**config.mk**
```make
export PLATFORM = sky130hd
export DESIGN_NAME = cameralink_source_flat
export DESIGN_NICKNAME = d
export VERILOG_FILES = /design/src/rtl/cameralink_pkg.sv /design/src/rtl/cameralink_if.sv /design/src/rtl/cl_pattern_gen.sv /design/src/rtl/cameralink_source.sv /design/src/flat_wrapper.sv
export SDC_FILE = /design/constraint.sdc
export NUM_CORES = 1
export LEC_CHECK = 0
export ABC_AREA = 0
export BUFFER_PORTS_ARGS = -buffer_cell sky130_fd_sc_hd__buf_4
export CAP_MARGIN = 20
export CORE_MARGIN = 2
export CORE_UTILIZATION = 35
export CTS_BUF_LIST = sky130_fd_sc_hd__clkbuf_2 sky130_fd_sc_hd__clkbuf_4 sky130_fd_sc_hd__clkbuf_8
export DETAILED_ROUTE_END_ITERATION = 8
export MAX_ROUTING_LAYER = met4
export RECOVER_POWER = 25
export SKIP_LAST_GASP = 1
export SYNTH_ARGS = -nofsm -noshare
export SYNTH_HDL_FRONTEND = slang
export SYNTH_SLANG_ARGS = --single-unit
```
**constraint.sdc**
```tcl
create_clock -name CLK -period 5.75 [get_ports CLK]
set_input_delay 0.575 -clock CLK [delete_from_list [all_inputs] [get_ports CLK]]
set_output_delay 0.575 -clock CLK [all_outputs]
set_load 0.02 [all_outputs]
```
**src/rtl/cameralink_pkg.sv**
```systemverilog
// Shared constants for the Camera Link test-pattern source: default timing,
// pixel width and the LFSR seed/taps used when CAMLINK_LFSR_EN is defined.
package cameralink_pkg;

  localparam int DEF_SIZEX  = 640;
  localparam int DEF_SIZEY  = 512;
  localparam int DEF_HBLANK = 32;
  localparam int DEF_VBLANK = 4;

  localparam int PIX_W = 16;
  localparam int CNT_W = 32;

  localparam logic [PIX_W-1:0] LFSR_SEED = 16'hACE1;
  // Right-shifting Fibonacci form of x^16+x^14+x^13+x^11+1 taps bits 0,2,3,5
  localparam logic [PIX_W-1:0] LFSR_TAPS = 16'h002D;

  function automatic logic [PIX_W-1:0] lfsr_step(input logic [PIX_W-1:0] s);
    logic fb;
    fb = ^(s & LFSR_TAPS);
    return {fb, s[PIX_W-1:1]};
  endfunction

endpackage

```
**src/rtl/cameralink_if.sv**
```systemverilog
// Camera Link video bus: pixel data, frame/line valids and pixel/line indices.
interface cameralink_if;
  import cameralink_pkg::*;

  logic [PIX_W-1:0] AB_DATA;
  logic             FVAL;
  logic             LVAL;
  logic [CNT_W-1:0] x_cnt;
  logic [CNT_W-1:0] y_cnt;

  modport master (output AB_DATA, FVAL, LVAL, x_cnt, y_cnt);
  modport slave  (input  AB_DATA, FVAL, LVAL, x_cnt, y_cnt);

endinterface

```
**src/rtl/cl_pattern_gen.sv**
```systemverilog
// Registered pixel generator: ramp {y,x} by default, or a frame-restarted
// 16-bit LFSR when CAMLINK_LFSR_EN is defined.
module cl_pattern_gen
  import cameralink_pkg::*;
(
  input  logic             CLK,
  input  logic             Reset,
  input  logic             line_valid,
  input  logic             frame_start,
  input  logic [7:0]       x,
  input  logic [7:0]       y,
  output logic [PIX_W-1:0] pixel
);

  logic [PIX_W-1:0] pixel_q, pixel_d;

`ifdef CAMLINK_LFSR_EN
  logic [PIX_W-1:0] lfsr_q, lfsr_d, lfsr_cur;
  logic [15:0]      unused_xy;

  assign unused_xy = {y, x};

  // The frame's first pixel uses the seed directly, so the reload costs no cycle
  always_comb begin
    lfsr_cur = frame_start ? LFSR_SEED : lfsr_q;
    lfsr_d   = line_valid ? lfsr_step(lfsr_cur) : lfsr_cur;
    pixel_d  = line_valid ? lfsr_cur : '0;
  end

  always_ff @(posedge CLK) begin
    if (!Reset) lfsr_q <= LFSR_SEED;
    else        lfsr_q <= lfsr_d;
  end
`else
  logic unused_frame_start;

  assign unused_frame_start = frame_start;

  always_comb begin
    pixel_d = line_valid ? {y, x} : '0;
  end
`endif

  always_ff @(posedge CLK) begin
    if (!Reset) pixel_q <= '0;
    else        pixel_q <= pixel_d;
  end

  assign pixel = pixel_q;

endmodule

```
**src/rtl/cameralink_source.sv**
```systemverilog
// Camera Link video source: free-running line/frame counters with registered
// FVAL/LVAL/x_cnt/y_cnt; pixel pattern (ramp or CAMLINK_LFSR_EN) in cl_pattern_gen.
module cameralink_source
  import cameralink_pkg::*;
#(
  parameter int SIZEX  = DEF_SIZEX,
  parameter int SIZEY  = DEF_SIZEY,
  parameter int HBLANK = DEF_HBLANK,
  parameter int VBLANK = DEF_VBLANK
) (
  input  logic         CLK,
  input  logic         Reset,
  cameralink_if.master cl
);

  localparam int LINE_LEN    = SIZEX + HBLANK;
  localparam int FRAME_LINES = SIZEY + VBLANK;
  localparam int HC_W        = $clog2(LINE_LEN);
  localparam int VC_W        = $clog2(FRAME_LINES);

  localparam logic [HC_W-1:0] HC_LAST  = HC_W'(LINE_LEN - 1);
  localparam logic [VC_W-1:0] VC_LAST  = VC_W'(FRAME_LINES - 1);
  localparam logic [HC_W-1:0] SIZEX_HC = HC_W'(SIZEX);
  localparam logic [VC_W-1:0] SIZEY_VC = VC_W'(SIZEY);

  logic [HC_W-1:0]  hc_q, hc_d;
  logic [VC_W-1:0]  vc_q, vc_d;
  logic             fval_q, fval_d;
  logic             lval_q, lval_d;
  logic [CNT_W-1:0] x_q, x_d;
  logic [CNT_W-1:0] y_q, y_d;
  logic             frame_start;

  // Outputs decode the counter state held before the edge, so the first
  // edge out of reset presents pixel (0,0)
  always_comb begin
    hc_d = hc_q + HC_W'(1);
    vc_d = vc_q;
    if (hc_q == HC_LAST) begin
      hc_d = '0;
      vc_d = (vc_q == VC_LAST) ? '0 : vc_q + VC_W'(1);
    end
    fval_d      = (vc_q < SIZEY_VC);
    lval_d      = fval_d && (hc_q < SIZEX_HC);
    x_d         = lval_d ? CNT_W'(hc_q) : '0;
    y_d         = fval_d ? CNT_W'(vc_q) : '0;
    frame_start = (hc_q == '0) && (vc_q == '0);
  end

  always_ff @(posedge CLK) begin
    if (!Reset) begin
      hc_q   <= '0;
      vc_q   <= '0;
      fval_q <= 1'b0;
      lval_q <= 1'b0;
      x_q    <= '0;
      y_q    <= '0;
    end else begin
      hc_q   <= hc_d;
      vc_q   <= vc_d;
      fval_q <= fval_d;
      lval_q <= lval_d;
      x_q    <= x_d;
      y_q    <= y_d;
    end
  end

  cl_pattern_gen u_pattern (
    .CLK         (CLK),
    .Reset       (Reset),
    .line_valid  (lval_d),
    .frame_start (frame_start),
    .x           (x_d[7:0]),
    .y           (y_d[7:0]),
    .pixel       (cl.AB_DATA)
  );

  assign cl.FVAL  = fval_q;
  assign cl.LVAL  = lval_q;
  assign cl.x_cnt = x_q;
  assign cl.y_cnt = y_q;

endmodule

```
**src/flat_wrapper.sv**
```systemverilog
// flat-port wrapper written by rule: the top's interface ports become plain ports
module cameralink_source_flat import cameralink_pkg::*;
#(
  parameter int SIZEX  = DEF_SIZEX,
  parameter int SIZEY  = DEF_SIZEY,
  parameter int HBLANK = DEF_HBLANK,
  parameter int VBLANK = DEF_VBLANK
)
  (CLK, Reset, cl_AB_DATA, cl_FVAL, cl_LVAL, cl_x_cnt, cl_y_cnt);
  cameralink_if cl_i ();
  input  logic CLK;
  input  logic Reset;
  output wire logic [$bits(cl_i.AB_DATA)-1:0] cl_AB_DATA;
  output wire logic [$bits(cl_i.FVAL)-1:0] cl_FVAL;
  output wire logic [$bits(cl_i.LVAL)-1:0] cl_LVAL;
  output wire logic [$bits(cl_i.x_cnt)-1:0] cl_x_cnt;
  output wire logic [$bits(cl_i.y_cnt)-1:0] cl_y_cnt;
  assign cl_AB_DATA = cl_i.AB_DATA;
  assign cl_FVAL = cl_i.FVAL;
  assign cl_LVAL = cl_i.LVAL;
  assign cl_x_cnt = cl_i.x_cnt;
  assign cl_y_cnt = cl_i.y_cnt;
  cameralink_source #(.SIZEX(SIZEX), .SIZEY(SIZEY), .HBLANK(HBLANK), .VBLANK(VBLANK)) u_core (.CLK(CLK), .Reset(Reset), .cl(cl_i));
endmodule
```
# == Word-level counts from Yosys, hierarchy flattened ==
# Cells that the tools add are included.
# op_classes
div_mod_pow,0
order_cmp,2
bitwise_logic,1
reduce_logical,4
n_mul,0
eq_ne,2
shifts,0
add_sub_neg,2
muxes,3
# op_table
operator,count
$add A10 B1 Y10 const B,2
$eq A10 B10 Y1 const B,2
$lt A10 B10 Y1 const B,2
$mux W8,2
$mux W10,1
$reduce_and A2 Y1,2
$reduce_or A2 Y1,1
$logic_and A1 B1 Y1,1
$not A1 Y1,1
# word_totals
rom_bits,0
ramBits,0
elab_cells,23
reg_bits,102
in_bits,2
out_inout_bits,82
latchBits,0
memories,0

# == Logic depth before layout (Yosys ltp) ==
# logic_depth
word_depth,3
ltp_mapped,6
mapped_depth_nobuf,5

# == Hierarchy ==
# Synthesis repeated with hierarchy kept, for this count alone.
# unflattened
cells_unflattened,265
hier_area_um2,2489.9
# modules_own_cells
mod,area_per_inst_um2,seq_area_each_um2,n_inst,cells_each
cameralink_source,2043.2,840.8,1,231
cl_pattern_gen,446.7,320.3,1,34

# == Worst setup path before layout ==
# Ideal clock, no wire load.
# synth_timing
path_type,register to register
start,register u_core.hc_q[6]
end,register u_core.vc_q[6]
required_ns,5.677
synth_period_minus_slack_ns,2.066
n_path_buf,1
setup_ns,0.073
path_slack_ns,3.684
arrival_time_ns,1.993
stages_incl_launch_ff,6
path_cell_list,dfxtp_1 > or4b_4 > or3_4 > buf_6 > or4_1 > a21oi_1
# synth_via
elab_chain_cells,1
# synth_rtl
element,line,source
from (decl),cameralink_source.sv:26,"logic [HC_W-1:0] hc_q, hc_d;"
from (signal assigned),cameralink_source.sv:52,hc_q <= '0;
from (signal assigned),cameralink_source.sv:59,hc_q <= hc_d;
$eq A10 B10 Y1,cameralink_source.sv:39,if (hc_q == HC_LAST) begin
to (signal assigned),cameralink_source.sv:60,vc_q <= vc_d;
to (decl),cameralink_source.sv:27,"logic [VC_W-1:0] vc_q, vc_d;"
# Every way passes these cells.
# A chain may end at the register's enable or synchronous reset.

# == Worst setup path in the final report ==
# layout_timing
start,register u_core.hc_q[5]
end,register u_core.vc_q[9]
# The elaborated chain is that of the path after synthesis.

==> results.yml <==
status:
  outcome: "complete, no violations"
drt:
  dr_total_vias: 1544
  drtIter0Drc: 95
  drc_errors: 0
  first_pass_iters: 4
  drtAntennaViolNets: 0
  wl_mm: 4.07
  wl_per_cell_um: 11.4
  avgViaCountPerCell: 4.34
power_and_ir_drop:
  p_sw_frac: 0.203
  leakagePower_nw: 1.23
  seqPwrFrac: 0.429
  combinationalPowerShare: 0.047
  switching_power_w: 0.000194
  max-vdd-ir-drop_mv: 0.176
  pwr-share-clk: 0.524
  p_int_w: 0.000762
  fin_total_pwr_w: 0.000955
  p_per_area_nw_per_um2: 356
global_routing:
  gr-total-overflow: 0
  track_usage: 0.123
  grt_antenna_before_repair: 0
  grt_pass1_vias: 1337
  grt_pass1_wl_mm: 6.54
  grt_max_degree: 30
layout:
  n_fill_cell: 636
  multi_input_area_um2: 896
  area_growth_pct: 18.3
  seq_area_um2: 1160
  antenna_cells: 0
  drive_gt1_frac: 0.161
  fin_nets: 278
worst_setup_path:
  critPathMaxFanout: 12
  critPathSlowestCell: "o21ai_0"
  cp_num_buf_inv: 0
  worst_path_dominant_cell_family: "simple AND/OR/NAND/NOR gates"
  cpPeakStageDelay_ps: 590
  cp-startpoint: "u_core.hc_q[5]"
  timing.rr.start: "u_core.hc_q[5]"
  critical_path_arrival_ps: 2380
  startpoint_type: "register"
  criticalPathCategory: "register to register"
  critPathRequiredTime_ps: 5930
  end_kind: "register"
  worstPathCellList: "or4b_4 -> or3_4 -> o21ai_0 -> a21oi_1"
cts:
  cts_max_path_buffers: 2
  cts_hold_buf: 0
  clk_latency_ps: 330
  cts_root_buf: "clkbuf_8"
  post_cts_buffers: 0
  tritoncts: "yes"
  clkTransAtPathRegs_ps: 60
  ctsResizeCount: 0
  ctsHtreeMaxLevel: 3
  numCtsBuffers: 9
  cts.sinks: 58
floorplan:
  die-height_um: 84.5
  initial_core_util: 0.359
  rows: 29
  die-area_um2: 7140
  coreArea_um2: 6310
  fp.dieW_um: 84.5
  boundaryPins: 84
synthesis:
  avgSynthCellArea_um2: 9.81
  synth-warning-count: 0
  ys_ff_latch: 58
  synth-seq-area-share: 0.512
  synth-main-ff-cell: "dfxtp_1"
  synth_edf_count: 0
  synthTopCellsByArea: "dfxtp_1, buf_4, and3_1"
  synth_cell_type_count: 31
  synth.most_common_cell: "dfxtp_1"
  synthCells: 231
  ys_top_cells_by_count: "dfxtp_1, buf_4, and3_1, and2_1, nor2_1"
  synth-async-reset-ratio: 0
  synth_area_um2: 2270
  yosysTopAreaCell: "dfxtp_1"
  yosysTopAreaCellShare: 0.512
flow_run:
  maxCapViolCount: 0
timing:
  fmax_mhz: 454
  hold_violations: 0
  fin_hold_ws_ps: 478
  setup_viol: 0
  clock_skew_ps: 5.36
  rsz0062_at_grt: "no"
  slew_viol_final: 0
  min_period_over_period: 0.383
  maxSlewHeadroom: 0.535
  tns_ps: 0
  fin_crit_ps: 2200
  worstMarginPinSlew_ps: 691
placed_design:
  routabilityCongestion: 0.825
  hpwl_mm: 2.76
  numPortBuffers: 39
min_path:
  hp-class: "register to register"
  min_from: "u_core.hc_q[0]"
sequential cells by signal (all words and copies together) (netlist names):
name,count
u_core.cl.LVAL,1
u_core.cl.FVAL,1
u_core.vc_q,10
u_core.hc_q,10
u_core.cl.x_cnt,10
u_core.cl.y_cnt,10
u_core.u_pattern.pixel,16
per-layer routing:
layer / GRT usage / vias up / wire [µm]
li1: - / 774 / -
met1: 0.141 / 679 / 1790
met2: 0.183 / 80 / 1790
met3: 0.0295 / 11 / 348
met4: 0.0952 / 0 / 140
met5: - / - / 0
area by class of cell:
| class | count | area share |
|---|---|---|
| sequential | 58 | 0.433 |
| clock buffer | 11 | 0.0541 |
| inverter | 1 | 0.00140 |
| multi-input combinational | 163 | 0.334 |
| timing repair buffer | 41 | 0.0951 |
| tap | 77 | 0.0359 |
| clock inverter | 5 | 0.0466 |
cell families (layout without fill, tap and decap cells):
group	after synthesis	in the layout	share of synthesized area
buffers and inverters	54	58	0.166
flip-flops	58	58	0.512
other	1	45	0.00165
XOR/XNOR	10	10	0.0386
adder cells (fa/ha/maj)	2	2	0.0110
AO/OA/AOI/OAI	15	15	0.0364
multiplexers	1	1	0.00442
AND/OR/NAND/NOR	90	90	0.230
final timing paths:
kind	end	slack [ps]	depth (start not counted)
max	u_core.vc_q[9]	3550	4
min	u_core.hc_q[0]	480	1
max reg2reg	u_core.vc_q[9]	3550	4
min reg2reg	u_core.hc_q[0]	480	1
cell usage in the layout (no fill, tap or decap), types with 8 or more instances in the layout:
master / instances
conb_1: 45
buf_4: 27
dfxtp_1: 58
and3_1: 27
and2_1: 11
clkbuf_1: 14
clkbuf_8: 10
nand2_1: 8
nor2_1: 12
nand3_1: 11
power by group through the flow:
stage	registers (W)	clock network [W]	logic, W
3_5_place_dp	0.000419	0	0.0000458
6_report	0.000410	0.000500	0.0000452
3_3_place_gp	0.000419	0	0.0000456
2_1_floorplan	0.000423	0	0.0000562
4_1_cts	0.000410	0.000510	0.0000459
5_1_grt	0.000410	0.000528	0.0000482
metrics by stage:
| stage | setup slack [ps] | utilization | instance area, µm² | instances |
|---|---|---|---|---|
| after global routing | 3420 | 0.425 | 2680 | 356 |
| after floorplan | 3680 | - | 2430 | 275 |
| final | 3550 | 0.425 | 2680 | 356 |
| after detailed placement | 3610 | 0.390 | 2460 | 340 |
| after global placement | 3650 | 0.390 | 2460 | 340 |
| after CTS | 3600 | 0.433 | 2740 | 356 |
(Power assumes the default switching activity.)
